$ cat src/rtl/imem_boot_loader_pkg.sv
// rtl/imem_boot_loader_pkg.sv - shared state encoding and frame constants for the boot loader
package imem_boot_loader_pkg;

  typedef enum logic [2:0] {
    LEN_HI = 3'd0,
    LEN_LO = 3'd1,
    DATA   = 3'd2,
    DONE   = 3'd3,
    ERR    = 3'd4
  } state_e;

  localparam int LEN_BYTES      = 2;
  localparam int BYTES_PER_WORD = 4;

  function automatic int unsigned max_words(input int unsigned addr_w);
    return 32'd1 << addr_w;
  endfunction

endpackage

$ cat src/rtl/imem_boot_loader_if.sv
// rtl/imem_boot_loader_if.sv - byte stream in, instruction-memory write port out
interface imem_boot_loader_if #(
  parameter int ADDR_W = 8
);
  logic              in_valid;
  logic [7:0]        in_data;
  logic              in_ready;
  logic              imem_we;
  logic [ADDR_W-1:0] imem_addr;
  logic [31:0]       imem_wdata;

  modport master (
    output in_valid, in_data,
    input  in_ready, imem_we, imem_addr, imem_wdata
  );

  modport slave (
    input  in_valid, in_data,
    output in_ready, imem_we, imem_addr, imem_wdata
  );
endinterface

$ cat src/rtl/imem_boot_loader_byte_packer.sv
// rtl/imem_boot_loader_byte_packer.sv - big-endian packer, four bytes into one 32-bit word
module imem_boot_loader_byte_packer
  import imem_boot_loader_pkg::*;
(
  input  logic        clk,
  input  logic        clr,
  input  logic        shift,
  input  logic [7:0]  byte_in,
  output logic [31:0] word,
  output logic        word_valid
);

  logic [23:0] acc;
  logic [1:0]  byte_cnt;

  always_ff @(posedge clk) begin
    if (clr) begin
      acc      <= '0;
      byte_cnt <= '0;
    end else if (shift) begin
      acc      <= {acc[15:0], byte_in};
      byte_cnt <= byte_cnt + 2'd1;
    end
  end

  // The fourth byte is merged combinationally so the parent can register the word on the same edge.
  assign word       = {acc, byte_in};
  assign word_valid = shift && (byte_cnt == 2'(BYTES_PER_WORD - 1));

endmodule

$ cat src/rtl/imem_boot_loader.sv
// rtl/imem_boot_loader.sv - loads a length-prefixed byte frame into instruction memory, then releases the cpu
module imem_boot_loader
  import imem_boot_loader_pkg::*;
#(
  parameter int ADDR_W = 8
) (
  input  logic              clk,
  input  logic              rst,
  input  logic              start,
  imem_boot_loader_if.slave bus,
  output logic              cpu_rst,
  output logic              done,
  output logic              err
);

  localparam logic [2:0] ST_LEN_HI = LEN_HI;
  localparam logic [2:0] ST_LEN_LO = LEN_LO;
  localparam logic [2:0] ST_DATA   = DATA;
  localparam logic [2:0] ST_DONE   = DONE;
  localparam logic [2:0] ST_ERR    = ERR;

  logic [2:0]      state;
  logic [7:0]      len_hi;
  logic [15:0]     len;
  logic [ADDR_W:0] word_cnt;

  logic        xfer;
  logic        reload;
  logic [15:0] n_new;
  logic        n_bad;
  logic        last_word;
  logic [31:0] pk_word;
  logic        pk_valid;

  assign xfer      = bus.in_valid & bus.in_ready;
  assign reload    = start & ((state == ST_DONE) | (state == ST_ERR));
  assign n_new     = {len_hi, bus.in_data};
  assign n_bad     = (n_new == 16'd0) || (32'(n_new) > max_words(ADDR_W));
  assign last_word = (17'(word_cnt) + 17'd1) == {1'b0, len};

  imem_boot_loader_byte_packer u_packer (
    .clk        (clk),
    .clr        (!rst || reload),
    .shift      (xfer && (state == ST_DATA)),
    .byte_in    (bus.in_data),
    .word       (pk_word),
    .word_valid (pk_valid)
  );

  always_ff @(posedge clk) begin
    if (!rst) begin
      state          <= ST_LEN_HI;
      len_hi         <= '0;
      len            <= '0;
      word_cnt       <= '0;
      bus.in_ready   <= 1'b1;
      bus.imem_we    <= 1'b0;
      bus.imem_addr  <= '0;
      bus.imem_wdata <= '0;
      cpu_rst        <= 1'b1;
      done           <= 1'b0;
      err            <= 1'b0;
    end else begin
      bus.imem_we <= 1'b0;
      case (state)
        ST_LEN_HI: begin
          if (xfer) begin
            len_hi <= bus.in_data;
            state  <= ST_LEN_LO;
          end
        end
        ST_LEN_LO: begin
          if (xfer) begin
            len      <= n_new;
            word_cnt <= '0;
            if (n_bad) begin
              state        <= ST_ERR;
              bus.in_ready <= 1'b0;
              err          <= 1'b1;
            end else begin
              state <= ST_DATA;
            end
          end
        end
        ST_DATA: begin
          if (pk_valid) begin
            bus.imem_we    <= 1'b1;
            bus.imem_addr  <= word_cnt[ADDR_W-1:0];
            bus.imem_wdata <= pk_word;
            word_cnt       <= word_cnt + 1'b1;
            if (last_word) begin
              state        <= ST_DONE;
              bus.in_ready <= 1'b0;
              done         <= 1'b1;
            end
          end
        end
        ST_DONE, ST_ERR: begin
          if (start) begin
            state        <= ST_LEN_HI;
            len_hi       <= '0;
            len          <= '0;
            word_cnt     <= '0;
            bus.in_ready <= 1'b1;
            cpu_rst      <= 1'b1;
            done         <= 1'b0;
            err          <= 1'b0;
          end else if (state == ST_DONE) begin
            // Released one cycle after done so the final write has landed first.
            cpu_rst <= 1'b0;
          end
        end
        default: begin
          state        <= ST_ERR;
          bus.in_ready <= 1'b0;
          err          <= 1'b1;
          cpu_rst      <= 1'b1;
        end
      endcase
    end
  end

endmodule

$ cat src/flat_wrapper.sv
// flat-port wrapper written by rule: the top's interface ports become plain ports
module imem_boot_loader_flat import imem_boot_loader_pkg::*;
#(
  parameter int ADDR_W = 8
)
  (clk, rst, start, cpu_rst, done, err, bus_in_valid, bus_in_data, bus_in_ready, bus_imem_we, bus_imem_addr, bus_imem_wdata);
  imem_boot_loader_if #(.ADDR_W(ADDR_W)) bus_i ();
  input  logic clk;
  input  logic rst;
  input  logic start;
  output logic cpu_rst;
  output logic done;
  output logic err;
  input wire logic [$bits(bus_i.in_valid)-1:0] bus_in_valid;
  input wire logic [$bits(bus_i.in_data)-1:0] bus_in_data;
  output wire logic [$bits(bus_i.in_ready)-1:0] bus_in_ready;
  output wire logic [$bits(bus_i.imem_we)-1:0] bus_imem_we;
  output wire logic [$bits(bus_i.imem_addr)-1:0] bus_imem_addr;
  output wire logic [$bits(bus_i.imem_wdata)-1:0] bus_imem_wdata;
  assign bus_i.in_valid = bus_in_valid;
  assign bus_i.in_data = bus_in_data;
  assign bus_in_ready = bus_i.in_ready;
  assign bus_imem_we = bus_i.imem_we;
  assign bus_imem_addr = bus_i.imem_addr;
  assign bus_imem_wdata = bus_i.imem_wdata;
  imem_boot_loader #(.ADDR_W(ADDR_W)) u_core (.clk(clk), .rst(rst), .start(start), .bus(bus_i), .cpu_rst(cpu_rst), .done(done), .err(err));
endmodule
$ cat config.mk
export PLATFORM = sky130hd
export DESIGN_NAME = imem_boot_loader_flat
export DESIGN_NICKNAME = d
export VERILOG_FILES = /design/src/rtl/imem_boot_loader_pkg.sv /design/src/rtl/imem_boot_loader_if.sv /design/src/rtl/imem_boot_loader_byte_packer.sv /design/src/rtl/imem_boot_loader.sv /design/src/flat_wrapper.sv
export SDC_FILE = /design/constraint.sdc
export NUM_CORES = 1
export LEC_CHECK = 0
export ABC_AREA = 1
export CORE_UTILIZATION = 45
export CTS_BUF_LIST = sky130_fd_sc_hd__clkbuf_4 sky130_fd_sc_hd__clkbuf_8 sky130_fd_sc_hd__clkbuf_16
export DETAILED_ROUTE_END_ITERATION = 8
export DONT_BUFFER_PORTS = 1
export PLACE_DENSITY_LB_ADDON = 0.2
export SYNTH_ARGS = -nofsm -noshare
export SYNTH_HDL_FRONTEND = slang
export SYNTH_SLANG_ARGS = --single-unit
$ cat constraint.sdc
create_clock -name clk -period 2.77 [get_ports clk]
set_input_delay 0.554 -clock clk [delete_from_list [all_inputs] [get_ports clk]]
set_output_delay 0.554 -clock clk [all_outputs]
set_load 0.005 [all_outputs]
==> metrics.txt, run 1 <==
Final ANT Viol Nets 0; vias per inst 5.22; Antenna diodes 0; post-layout instance area between 0.004 and 0.005 sq mm; PostCTS Resize Cnt 0; critical path class register to register; maxcap violations 0; Final HPWL DP 7.09 mm; data arrival time of the worst path approximately 2.4 ns; Num CTS Buffers 9; dominant cell type by area after synthesis dfxtp_1; DRT iter0 DRCs ~210; most frequent cell after synthesis nand2_1; Root Driver clkbuf_8; drt wl/cell approximately 14 um; worst skew pair latency 0.38 ns; IO Port Bufs 0; fmax about 0.48 GHz; met2 routed WL around 4.7 mm; CTS H-tree lvls 3; Post-synth ARST share 0%; crit-path max cell delay around 0.55 ns; die height ~100 um; unrepaired setup endpoints after global routing false; Final setup viols 0; Adder-Cell Fraction of Synth Area 0.563%; smallest hold slack between 0.3 and 0.4 ns; CTS tree yes; total track usage a little over a fifth; placeable core region between 0.009 and 0.01 sq mm; compound-cell area share of the yosys netlist 12.1%; Startpoint Class register; final hold viol count 0; vias post-DR about 3.8k; Worst VDD drop slightly below 0.4 mV; Yosys warnings 0; max layer used met4; Syn Area/Cell 7.34 sq um; Pwr Density approximately 830 mW/mm^2; top-area cell type share of the netlist area about half; setup_tns 0 ns; met1 wire length 4.62 mm; Slew Limit Fails 0; routed wl met3 roughly 680 um; fillcell total around 1000; Max transition margin roughly 46%; Cells after Synth ~610; # IOs 57; total power between 3 and 4 mW; sequential fraction of the synthesis area between 40% and 50%; Min-Delay Path Class primary input to register; Simple-Gate Fraction of Synth Area a little under a third; EDFF count, synth 0; Clock Sinks 107; Slew @ Worst Pin about 0.8 ns; largest net degree at the start of global routing 54; Layout Area Growth over Synthesis 6.05%; slowest CP cell nand2_1; crit path cell chain nor2_2, inv_2, nor2_4, buf_4, nand2_1, xor2_1, nor2_1; status finished, final reports clean; clock buffer depth 2; largest family of logic cells by synthesized area simple AND/OR/NAND/NOR gates; Crit Path Max Fanout 29; Area contributors post-synth dfxtp_1 48%, nand2_1 12%, nand3_1 8.8%; CP endpoint kind register; Final GP Congestion between 0.8 and 0.9; critical path required time between 3 and 4 ns; post-CTS setup buffers 0; drt total wl between 10 and 15 mm; vias in the first global route between 3k and 4k; first-pass iteration count of the detailed router 4; clk slew on worst S/H paths roughly 0.11 ns; Final nets ~600; Commonest cells post-synth 142 x nand2_1, 107 x dfxtp_1, 78 x nand3_1, 69 x nor2_1, 62 x a21oi_1; post-synthesis register bit count about 110; Post-Synth XOR/XNOR Area 0.394%; clock period minus worst slack around 2.1 ns; die area 0.0103 sq mm; number of hold buffers added after cts 0; DRC viols 0; Mapped Nets 620; top_reg_cell synth dfxtp_1; Max Clock Skew ~0.014 ns; Initial Utilization between 40% and 50%; P_leak 1.84 nW; mux cell area share after synthesis 0%; Placed Area 0.00450 sq mm; first-pass GRT wire length 16.8 mm; Synth Cell Area approximately 0.0044 sq mm; total grt overflow 0; initial antenna violation count 0; Util after Layout 50.1%; Chip Width a little over 100 um; share of cells above drive strength 1 between 6 and 7%; Reg2Reg Setup Slack a little under 0.7 ns; number of distinct library cells after synthesis 31; row cnt 35; Tcrit/Tclk final 75.6%
[worst max-delay path: cells and delay by family, from the launching register on]
kind | cells | cell delay [ns]
buffers and inverters | 2 | 0.37
XOR/XNOR | 1 | 0.32
flip-flops | 1 | 0.38
AND/OR/NAND/NOR | 4 | 0.96
[state kept, by name, indices dropped and copies added, names as in the netlist, 2 cells and up]
signal                    flops
u_core.u_packer.acc          24
u_core.state                  3
u_core.bus.imem_addr          8
u_core.bus.imem_wdata        32
u_core.len_hi                 8
u_core.u_packer.byte_cnt      2
u_core.len                   16
u_core.word_cnt               9
[area by class of cell]
type / count / area (sq um) / area share, %
tap: 129 / 161 / 3.42
timing repair buffer: 4 / 30.0 / 0.637
clock inverter: 7 / 93.8 / 1.99
sequential: 107 / 2140 / 45.4
clock buffer: 9 / 124 / 2.63
inverter: 47 / 181 / 3.85
multi-input combinational: 423 / 1980 / 42.1
[final timing paths]
| check | startpoint | to | cells after the start |
|---|---|---|---|
| max | u_core.state[0]$_SDFFE_PN0P_ | u_core.u_packer.byte_cnt[0]$_SDFFE_PP0P_ | 7 |
| min | rst | u_core.bus.imem_wdata[28]$_SDFFE_PN0P_ | 2 |
| max reg2reg | u_core.state[0]$_SDFFE_PN0P_ | u_core.u_packer.byte_cnt[0]$_SDFFE_PP0P_ | 7 |
| min reg2reg | u_core.len[13]$_SDFFE_PN0P_ | u_core.len[13]$_SDFFE_PN0P_ | 2 |
[metal layers]
| layer | global-route usage (%) | vias up |
|---|---|---|
| met5 | 0 | - |
| met4 | 7.58 | 0 |
| met3 | 6.49 | 12 |
| met2 | 33.2 | 91 |
| met1 | 26.9 | 1731 |
| li1 | - | 1956 |
[stage by stage]
| stage | instances | worst slack [ns] |
|---|---|---|
| after floorplan | 606 | 1.14 |
| after global placement | 710 | 0.707 |
| after detailed placement | 710 | 0.639 |
| after CTS | 726 | 0.677 |
| after global routing | 726 | 0.464 |
| final | 726 | 0.676 |
[cells in the final DEF, fill, tap and decap left out, types with 2 or more instances in the layout]
cell,instances
inv_4,2
ha_1,2
inv_1,40
clkinv_4,2
inv_2,4
a211oi_1,5
nor2_4,4
nor2_2,3
dfxtp_1,107
nand4_1,5
nand2_2,2
nand2_4,2
nor3_1,3
a21oi_1,62
clkinv_8,4
o21ai_0,35
buf_4,4
nor2_1,69
xor2_1,2
nand2_1,142
clkbuf_8,9
nand3b_1,3
nand3_1,78
[power breakdown]
group          leakage [nW]  total (mW)  internal, mW  switching, mW
clock network         0.107       0.975         0.367          0.608
registers             0.866        1.85          1.73          0.124
logic                 0.870        1.10         0.336          0.761
[cells by family after synthesis]
| family | count (synthesis) |
|---|---|
| AOI/OAI and AO/OA | 104 |
| xor gates and xnor gates | 2 |
| adders and majority gates | 2 |
| buffers and inverters | 76 |
| DFF | 107 |
| and+or+nand+nor | 315 |
Power figures use the tool's default switching activity.
==> inputs of run 2 (changes only) <==
==> constraint.sdc (replaced) <==
create_clock -name clk -period 2.05 [get_ports clk]
set_input_delay 0.41 -clock clk [delete_from_list [all_inputs] [get_ports clk]]
set_output_delay 0.41 -clock clk [all_outputs]
set_load 0.005 [all_outputs]
==> metrics.txt, run 2 (same netlist as run 1, synthesis figures left out) <==
die height just over 100 um; data arrival time of the worst path about 2.1 ns; IO Port Bufs 0; Worst VDD drop between 0.4 and 0.5 mV; setup_tns 0 ns; Placed Instances between 700 and 800; Layout Area Growth over Synthesis 7.09%; Non-Filler Instances about 730; final hold viol count 0; Startpoint Class register; Final ANT Viol Nets 0; drt total wl 10.4 mm; first-pass iteration count of the detailed router 5; Final GP Congestion 0.864; dpl ws about 0.18 ns; smallest hold slack approximately 0.17 ns; Num CTS Buffers 9; vias per inst 5.27; drt wl/cell 14.2 um; clk slew on worst S/H paths approximately 0.12 ns; Final nets 613; Max transition margin about three quarters; Crit Path Max Fanout 26; final worst setup slack between 0.2 and 0.25 ns; largest registers u_core.bus.imem_wdata (32), u_core.u_packer.acc (24), u_core.len (16); Final setup viols 0; unrepaired setup endpoints after global routing false; post-CTS setup buffers 0; DRT iter0 DRCs ~190; Root Driver clkbuf_8; slowest CP cell dfxtp_1; critical path required time between 2 and 2.5 ns; placeable core region between 0.009 and 0.01 sq mm; Final HPWL DP about 7.3 mm; die area a little over 0.01 sq mm; Max Clock Skew approximately 0.015 ns; Slew @ Worst Pin 0.343 ns; initial antenna violation count 0; number of hold buffers added after cts 0; CTS H-tree lvls 3; worst skew pair latency between 0.3 and 0.4 ns; critical path class register to register; Antenna diodes 0; crit path cell chain nor2_2, inv_2, nor2_4, buf_4, nand2_1, buf_4, nand2_1, a21oi_1; Chip Width just over 100 um; max reg flops 32; crit-path max cell delay between 0.3 and 0.4 ns; clock buffer depth 2; status finished, final reports clean; maxcap violations 0; first-pass GRT wire length approximately 17 mm; Slew Limit Fails 0; total power between 5 and 6 mW; P_leak approximately 1.9 nW; vias in the first global route about 3.7k; Initial Utilization 47.2%; fmax around 0.55 GHz; clock period minus worst slack around 1.8 ns; register name with the most flops u_core.bus.imem_wdata; largest net degree at the start of global routing 54; Pwr Density around 1100 mW/mm^2; share of cells above drive strength 1 between 8 and 9%; Tcrit/Tclk final 89.2%; CP endpoint kind register; CTS tree yes; Min-Delay Path Class primary input to register; total grt overflow 0; most frequent cells in the layout 142 x nand2_1, 105 x dfxtp_1, 78 x nand3_1; total track usage 21.6%; row cnt 35; vias post-DR between 3k and 4k; # IOs 57; DRC viols 0; commonest non-fill, non-tap cell in the layout nand2_1; Clock Sinks 107
-- run 2: power breakdown --
group | internal [mW] | switching (mW) | leakage [nW]
registers | 2.33 | 0.174 | 0.867
logic | 0.476 | 1.04 | 0.900
clock network | 0.486 | 0.805 | 0.0994
-- run 2: worst max-delay path, delay by kind of cell (launching register included) --
kind / cells / cell delay [ns]
buffers and inverters: 3 / 0.64
AND/OR/NAND/NOR: 4 / 0.63
flip-flops: 1 / 0.37
AO/OA/AOI/OAI: 1 / 0.07
-- run 2: path summary, 6_finish.rpt --
| kind | start | endpoint | slack (ns) | cells after the start |
|---|---|---|---|---|
| worst max-delay path | u_core.state[0]$_SDFFE_PN0P_ | u_core.u_packer.acc[10]$_SDFFE_PP0P_ | 0.22 | 8 |
| worst max register to register | u_core.state[0]$_SDFFE_PN0P_ | u_core.u_packer.acc[10]$_SDFFE_PP0P_ | 0.22 | 8 |
| worst min register to register | u_core.u_packer.acc[21]$_SDFFE_PP0P_ | u_core.u_packer.acc[21]$_SDFFE_PP0P_ | 0.46 | 2 |
| worst min-delay path | rst | u_core.bus.imem_wdata[18]$_SDFFE_PN0P_ | 0.17 | 2 |
-- run 2: layer usage --
metal | wire [um] | vias up | share of wire [%] | global-route usage, %
met2 | 4810 | 102 | 46 | 34.6
met5 | 0 | - | 0 | 0
li1 | - | 1960 | - | -
met1 | 4750 | 1792 | 46 | 27.9
met4 | 141 | 0 | 1.4 | 7.47
met3 | 704 | 11 | 6.8 | 6.14
-- run 2: what timing repair did --
action | in CTS | in global routing
setup endpoints to repair | 0 | 3
endpoints found under the hold margin | 0 | 0
gates resized for setup | 0 | 4
-- run 2: per-stage QoR --
stage	area, sq um	util, %
2_1_floorplan	4450	-
3_3_place_gp	4550	48.3
3_5_place_dp	4550	48.3
4_1_cts	4750	50.5
5_1_grt	4760	50.6
6_report	4760	50.6
-- run 2: layout make-up --
class / count / area (sq um)
clock buffer: 9 / 124
clock inverter: 7 / 80.1
fill: 950 / 4650
inverter: 47 / 181
multi-input combinational: 423 / 1990
sequential: 107 / 2140
tap: 129 / 161
timing repair buffer: 11 / 82.6
==> inputs of run 3 (changes only) <==
--- a/config.mk
+++ b/config.mk
@@ -6,6 +6,7 @@
 export NUM_CORES = 1
 export LEC_CHECK = 0
 export ABC_AREA = 1
+export CORE_ASPECT_RATIO = 0.6
 export CORE_UTILIZATION = 45
 export CTS_BUF_LIST = sky130_fd_sc_hd__clkbuf_4 sky130_fd_sc_hd__clkbuf_8 sky130_fd_sc_hd__clkbuf_16
 export DETAILED_ROUTE_END_ITERATION = 8
==> metrics.txt, run 3 (same netlist as run 1, synthesis figures left out) <==
Slew @ Worst Pin ~0.43 ns; switching portion of total power between 30 and 40%; smallest hold slack ~0.21 ns; Root Driver clkbuf_16; most frequent cells in the layout 141 x nand2_1, 106 x dfxtp_1, 78 x nand3_1; total power between 5 and 6 mW; data arrival time of the worst path about 2.1 ns; P_leak 1.92 nW; Tcrit/Tclk final between 90% and 100%; Final GP Congestion between 0.9 and 1; initial antenna violation count 0; Reg2Reg Setup Slack roughly 0.16 ns; Clock Sinks roughly 110; die height slightly below 80 um; max reg flops 32; placeable core region around 0.0094 sq mm; first-pass GRT wire length approximately 18 mm; Pint about 3.8 mW; unrepaired setup endpoints after global routing false; setup_tns 0 ns; # IOs between 50 and 60; Comb pwr share approximately 27%; DRT iter0 DRCs roughly 310; Final HPWL DP slightly above 8 mm; IO Port Bufs 0; post-layout instance area 0.00486 sq mm; Chip Width between 100 and 150 um; Pwr Density 1210 mW/mm^2; Critical Path Source u_core.word_cnt[0]$_SDFFE_PN0P_; cell depth of the worst hold path 2; Placed Instances ~720; fmax about 0.53 GHz; status finished, final reports clean; largest registers u_core.bus.imem_wdata (32), u_core.u_packer.acc (24), u_core.len (16); Max Clock Skew approximately 0.011 ns; FF-to-FF path depth 12; Final ANT Viol Nets 0; critical path required time 2.30 ns; Worst Min Path Start rst; largest net degree at the start of global routing 54; reg2reg start u_core.word_cnt[0]$_SDFFE_PN0P_; final hold viol count 0; vias post-DR 3920; vias in the first global route around 3.5k; Clock power frac a little under a third; Max transition margin ~70%; Crit Path Max Fanout 6; Startpoint Class register; Util after Layout between 50 and 60%; reg2reg end u_core.state[1]$_SDFFE_PN0P_; die area around 0.010 sq mm; vias per inst 5.35; commonest non-fill, non-tap cell in the layout nand2_1; maxcap violations 0; Num CTS Buffers 9; Antenna diodes 0; Final setup viols 0; Worst VDD drop 0.609 mV; share of cells above drive strength 1 8.13%; register name with the most flops u_core.bus.imem_wdata; CTS tree yes; Psw between 2 and 2.5 mW; critical path class register to register; Slew Limit Fails 0; drt total wl around 11 mm; drt wl/cell between 15 and 20 um; clk slew on worst S/H paths about 0.080 ns; Placed Area 0.00454 sq mm; CTS H-tree lvls 3; Initial Utilization a little under half; Hold EP u_core.bus.imem_wdata[25]$_SDFFE_PN0P_; Final nets 612; Min-Delay Path Class primary input to register; CP endpoint kind register; final worst setup slack between 0.15 and 0.2 ns; dpl ws between 0.15 and 0.2 ns; total track usage a little under a quarter; clock period minus worst slack between 1.5 and 2 ns; Non-Filler Instances ~730; Flop pwr share 42.8%; row cnt 27; DRC viols 0; clock buffer depth 2; total grt overflow 0; worst skew pair latency approximately 0.35 ns; post-CTS setup buffers 0; first-pass iteration count of the detailed router 5; Layout Area Growth over Synthesis 9.40%
-- run 3: timing repair --
item                                    4_1_cts  5_1_grt
gates resized for setup                       0        4
hold buffers                                  0        0
endpoints found under the setup margin        0        4
endpoints found under the hold margin         0        0
-- run 3: layer usage --
layer  vias to the layer above  track usage, %  routed length [um]
li1                       1966               -                   -
met1                      1821            34.4                6050
met2                       120            29.8                4150
met3                        13            6.94                 881
met4                         0            5.75                 110
met5                         -               0                   0
-- run 3: area by class of cell --
class | instances | area (sq um)
Multi-Input combinational cell | 423 | 1990
Clock inverter | 7 | 86.3
Timing Repair Buffer | 10 | 75.1
Clock buffer | 9 | 225
Inverter | 47 | 181
Fill cell | 944 | 4530
Tap cell | 130 | 163
Sequential cell | 107 | 2140
-- run 3: how the worst max path moves through the flow --
| stage | slack, ns | cells after the start | end |
|---|---|---|---|
| after floorplan | 0.46 | 12 | u_core.bus.in_ready$_SDFFE_PN1P_ |
| after global placement | 0.15 | 8 | u_core.len[7]$_SDFFE_PN0P_ |
| after detailed placement | 0.15 | 12 | u_core.state[1]$_SDFFE_PN0P_ |
| after CTS | 0.14 | 12 | u_core.state[1]$_SDFFE_PN0P_ |
| after global routing | 0.003 | 9 | u_core.len[0]$_SDFFE_PN0P_ |
| final | 0.16 | 12 | u_core.state[1]$_SDFFE_PN0P_ |
-- run 3: power groups by stage --
stage	Sequential (mW)	Clock (mW)	Combinational, mW
finish	2.52	1.78	1.58
global route	2.55	1.90	1.77
CTS	2.52	1.82	1.54
detailed placement	2.56	0	1.53
global placement	2.56	0	1.51
floorplan	2.51	0	1.26
-- run 3: worst max-delay path: stages, from the launching register on --
cell and delay [ns]:
dfxtp_1 0.38, ha_1 0.22, nand2_2 0.10, nor2_4 0.15
nand2_1 0.11, nand3b_1 0.10, nand3_1 0.10, nor3_2 0.21
nand2_1 0.11, nand2_2 0.12, nand4_1 0.08, nand2_1 0.07
inv_1 0.04
